**config.mk**
```make
export PLATFORM = sky130hd
export DESIGN_NAME = miriscv_int_ctrl
export DESIGN_NICKNAME = d
export VERILOG_FILES = /design/src/rtl/miriscv_int_ctrl.sv
export SDC_FILE = /design/constraint.sdc
export NUM_CORES = 1
export LEC_CHECK = 0
export CORE_ASPECT_RATIO = 1.2
export CORE_MARGIN = 1.5
export CORE_UTILIZATION = 42
export CTS_BUF_LIST = sky130_fd_sc_hd__clkbuf_4 sky130_fd_sc_hd__clkbuf_8 sky130_fd_sc_hd__clkbuf_16
export DETAILED_ROUTE_END_ITERATION = 16
export GPL_TIMING_DRIVEN = 0
export PLACE_DENSITY_LB_ADDON = 0.15
export SLEW_MARGIN = 20
export SYNTH_ARGS = -nofsm -noshare
export SYNTH_HDL_FRONTEND = slang
export SYNTH_SLANG_ARGS = --single-unit
```
**constraint.sdc**
```tcl
create_clock -name clk_i -period 4.02 [get_ports clk_i]
set_input_delay 0.804 -clock clk_i [delete_from_list [all_inputs] [get_ports clk_i]]
set_output_delay 0.804 -clock clk_i [all_outputs]
set_load 0.005 [all_outputs]
```
**src/rtl/miriscv_int_ctrl.sv**
```systemverilog
// miriscv_int_ctrl: round-robin interrupt controller for the core.
// Masks int_req_i with mie_i, scans one index per cycle from cnt,
// latches the first hit and raises int_o with mcause_o.
// On int_rst_i it strobes int_fin_o one-hot for one cycle and
// resumes scanning just past the serviced line.
// Ports:
//   clk_i, rst_n_i   clock, sync active-low reset
//   int_req_i        level requests from devices
//   mie_i            enable mask
//   int_rst_i        handler-finished pulse from core
//   int_o            interrupt pending to core
//   mcause_o         {1, zeros, id}
//   int_fin_o        one-hot completion strobe
module miriscv_int_ctrl #(
  parameter int N_IRQ = 32
) (
  input  logic             clk_i,
  input  logic             rst_n_i,
  input  logic [N_IRQ-1:0] int_req_i,
  input  logic [N_IRQ-1:0] mie_i,
  input  logic             int_rst_i,
  output logic             int_o,
  output logic [31:0]      mcause_o,
  output logic [N_IRQ-1:0] int_fin_o
);

  localparam int IW = (N_IRQ > 1) ? $clog2(N_IRQ) : 1;
  localparam logic [IW-1:0] LAST = IW'(N_IRQ - 1);
  localparam logic [N_IRQ-1:0] ONE =
    {{(N_IRQ-1){1'b0}}, 1'b1};

  typedef enum logic [1:0] {
    IDLE = 2'd0,
    BUSY = 2'd1,
    FIN  = 2'd2
  } state_t;

  state_t           state_q, state_d;
  logic [IW-1:0]    cnt_q, cnt_d;
  logic [IW-1:0]    id_q, id_d;
  logic             int_q, int_d;
  logic [31:0]      mcause_q, mcause_d;
  logic [N_IRQ-1:0] fin_q, fin_d;

  logic [N_IRQ-1:0] masked;
  logic             hit;

  assign masked = int_req_i & mie_i;
  assign hit    = masked[cnt_q];

  function automatic logic [IW-1:0] wrap_inc(
    input logic [IW-1:0] v
  );
    return (v == LAST) ? '0 : v + 1'b1;
  endfunction

  always_comb begin
    state_d  = state_q;
    cnt_d    = cnt_q;
    id_d     = id_q;
    int_d    = int_q;
    mcause_d = mcause_q;
    fin_d    = '0;
    unique case (state_q)
      IDLE: begin
        if (hit) begin
          id_d     = cnt_q;
          state_d  = BUSY;
          int_d    = 1'b1;
          mcause_d = {1'b1, {(31-IW){1'b0}}, cnt_q};
        end else begin
          cnt_d = wrap_inc(cnt_q);
        end
      end
      BUSY: begin
        // Request lines are ignored here: the latched
        // id is completed even if its request dropped.
        if (int_rst_i) begin
          state_d = FIN;
          int_d   = 1'b0;
          fin_d   = ONE << id_q;
        end
      end
      FIN: begin
        // Resume just past the serviced line so a
        // still-held request cannot starve others.
        state_d = IDLE;
        cnt_d   = wrap_inc(id_q);
      end
      default: begin
        state_d = IDLE;
      end
    endcase
  end

  always_ff @(posedge clk_i) begin
    if (!rst_n_i) begin
      state_q  <= IDLE;
      cnt_q    <= '0;
      id_q     <= '0;
      int_q    <= 1'b0;
      mcause_q <= '0;
      fin_q    <= '0;
    end else begin
      state_q  <= state_d;
      cnt_q    <= cnt_d;
      id_q     <= id_d;
      int_q    <= int_d;
      mcause_q <= mcause_d;
      fin_q    <= fin_d;
    end
  end

  assign int_o     = int_q;
  assign mcause_o  = mcause_q;
  assign int_fin_o = fin_q;

endmodule

```
==> metrics.cfg <==
[routing]
routed_wl_um = 6068
wl_per_cell_um = 12.91
via_count = 2288
drc_errors = 0
ant_nets = 0
firstDrtPassIters = 4
drt-vias-per-instance = 4.868
drtIter0Drc = 67

[cells_and_area]
insertedDiodeCount = 0
utilization_pct = 69.51
drive_above_1_share_pct = 11.03
final_cells = 470
nets = 483
syn2layout_area_growth_pct = 57.61

[clock_tree]
clk_pin_slew_worst_paths_ns = 0.09
numClockSinks = 46
htreeDepth = 2
cts_made_buffers = 5
root_buffer = clkbuf_8
postCtsSetupRepairBufs = 0
clkLatencyLatePin_ns = 0.29
cts-hold-fix-buffers = 0
clock_path_buffers = 2
cts_tree = built
cts.repair.resized = 0

[place]
portBuffers = 104
dp_cells = 462
dp_hpwl_um = 4896
gp_congestion = 0.8837

[sta]
period_needed_ns = 2.659
setup_viol_count_final = 0
fin_crit_sh_pct = 66.15
fin_setup_tns_ns = 0
fmax_mhz = 376.1
rsz0062_at_grt = false
drv_slew = 0
skew_ns = 0.006654
holdWs_ns = 0.4743
hold_viol = 0

[run_status]
status = complete, no violations

[power]
leakagePower_nw = 1.488
p_per_area_mw_per_mm2 = 403.2
p_seq_share_pct = 34.6
swShare_pct = 30.66
intPower_mw = 1.036
power_mw = 1.495
switchingPower_uw = 458.2
ir_drop_uv = 231.8
comb_power_share_pct = 37.5
clkPwrFrac_pct = 27.9

[logic_synthesis]
syn_inst = 271
synth_flop_cell = dfxtp_1
async_flop_share_pct = 0
yosys_warnings = 0
synth-edff-count = 0
synth_seq_cells = 46
synth_cell_types = 46
syn_area_mm2 = 0.002352
synth-seq-area-share_pct = 39.15
syn_area_per_cell_um2 = 8.680

[floorplan]
pin_count = 132
design.core.area_mm2 = 0.005334
dieArea_mm2 = 0.006060
die_x_um = 71.32
placement_rows = 29
die_h_um = 84.98
start_util_pct = 44.10

[grt]
grt_pass1_wl_um = 9735
overflow = 0
antenna_found_initial = 0
grt_use_total_pct = 19.87
grt_max_degree = 15
grt_pass1_vias = 2216

[worst_setup_path]
worstPathArrival_ns = 2.89
start_kind = input pin
crit_fanout = 10
end_kind = flip-flop
worstPathRequired_ns = 4.25
critical_path_class = input pin to flip-flop

[worst_hold_path]
hp-class = flip-flop to flip-flop

[job]
maxCapViolCount = 0

-- routing by layer --
metal	up-vias	wire [um]	GRT usage, %
met5	-	0	0
met4	0	114	6.690
met3	10	420	3.919
met2	110	3264	39.06
met1	1006	2268	20.35
li1	1162	-	-
-- path summary, 6_finish.rpt --
check,from,endpoint,cells after the start,slack [ns]
worst max-delay path,int_req_i[16],id_q[1],8,1.36
worst min-delay path,int_o,int_o,2,0.47
worst max register to register,cnt_q[0],id_q[1],8,1.68
worst min register to register,int_o,int_o,2,0.47
-- through the flow --
stage	instance area, um2	worst slack [ns]
floorplan	2446	1.705
global placement	3565	1.084
detailed placement	3565	1.061
CTS	3707	1.365
global route	3707	1.220
finish	3707	1.361
-- sequential cells by signal (all words and copies together), names as in the netlist --
| name | cells |
|---|---|
| id_q | 4 |
| state_q | 2 |
| cnt_q | 5 |
| mcause_o | 2 |
| int_o | 1 |
| int_fin_o | 32 |
-- cells by family (layout without fill, tap and decap cells) --
logic type / count (synthesis) / count (layout) / share of synthesized area (%)
AND/OR/NAND/NOR: 107 / 107 / 22.07
AO/OA/AOI/OAI: 55 / 55 / 18.56
flip-flops: 46 / 46 / 39.15
adder cells (fa/ha/maj): 9 / 9 / 4.787
other: 1 / 26 / 0.1594
multiplexers: 4 / 4 / 1.702
XOR/XNOR: 3 / 3 / 1.117
buffers and inverters: 46 / 158 / 12.45
-- cells in the mapped netlist (6+ instances only) --
cell	instances	area [um2]
nand2b_1	8	50.05
nand2_1	35	131.4
ha_1	9	112.6
buf_4	27	202.7
a311oi_1	7	61.31
a21oi_1	13	65.06
dfxtp_1	46	920.9
inv_1	6	22.52
nor2_1	34	127.6
and3b_1	9	78.83
clkbuf_1	7	26.28
-- worst max-delay path, stage by stage --
cell             delay [ns]
clkdlybuf4s50_1        0.45
and3b_1                0.15
a311oi_1               0.04
or4_1                  0.52
a2bb2oi_2              0.39
o21a_1                 0.22
buf_6                  0.13
mux2i_1                0.18
-- power by group through the flow --
stage / sequential (mW) / combinational [mW] / clock [mW]
finish: 0.517 / 0.560 / 0.418
detailed placement: 0.527 / 0.554 / 0
global route: 0.524 / 0.611 / 0.441
global placement: 0.527 / 0.555 / 0
floorplan: 0.520 / 0.377 / 0
CTS: 0.517 / 0.558 / 0.420
-- placed cells by master, fill, tap and decap left out, drive strengths merged, types with 6 or more instances in the layout --
master / synthesis / routed
clkdlybuf4s50: 0 / 104
dfxtp: 46 / 46
nand2: 35 / 35
nor2: 34 / 34
buf: 33 / 33
conb: 1 / 26
a21oi: 13 / 13
clkbuf: 7 / 13
and3b: 9 / 9
ha: 9 / 9
nand2b: 9 / 9
a311oi: 7 / 7
inv: 6 / 6
-- final cells by class --
class / instances / area (um2)
Inverter: 6 / 22.52
Clock inverter: 2 / 60.06
Timing Repair Buffer: 104 / 1041
Buffer: 40 / 270.3
Clock buffer: 6 / 82.58
Sequential cell: 46 / 920.9
Tap cell: 62 / 77.57
Fill cell: 456 / 1627
Multi-Input combinational cell: 204 / 1232
No activity file was read; power rests on OpenSTA's default activity.
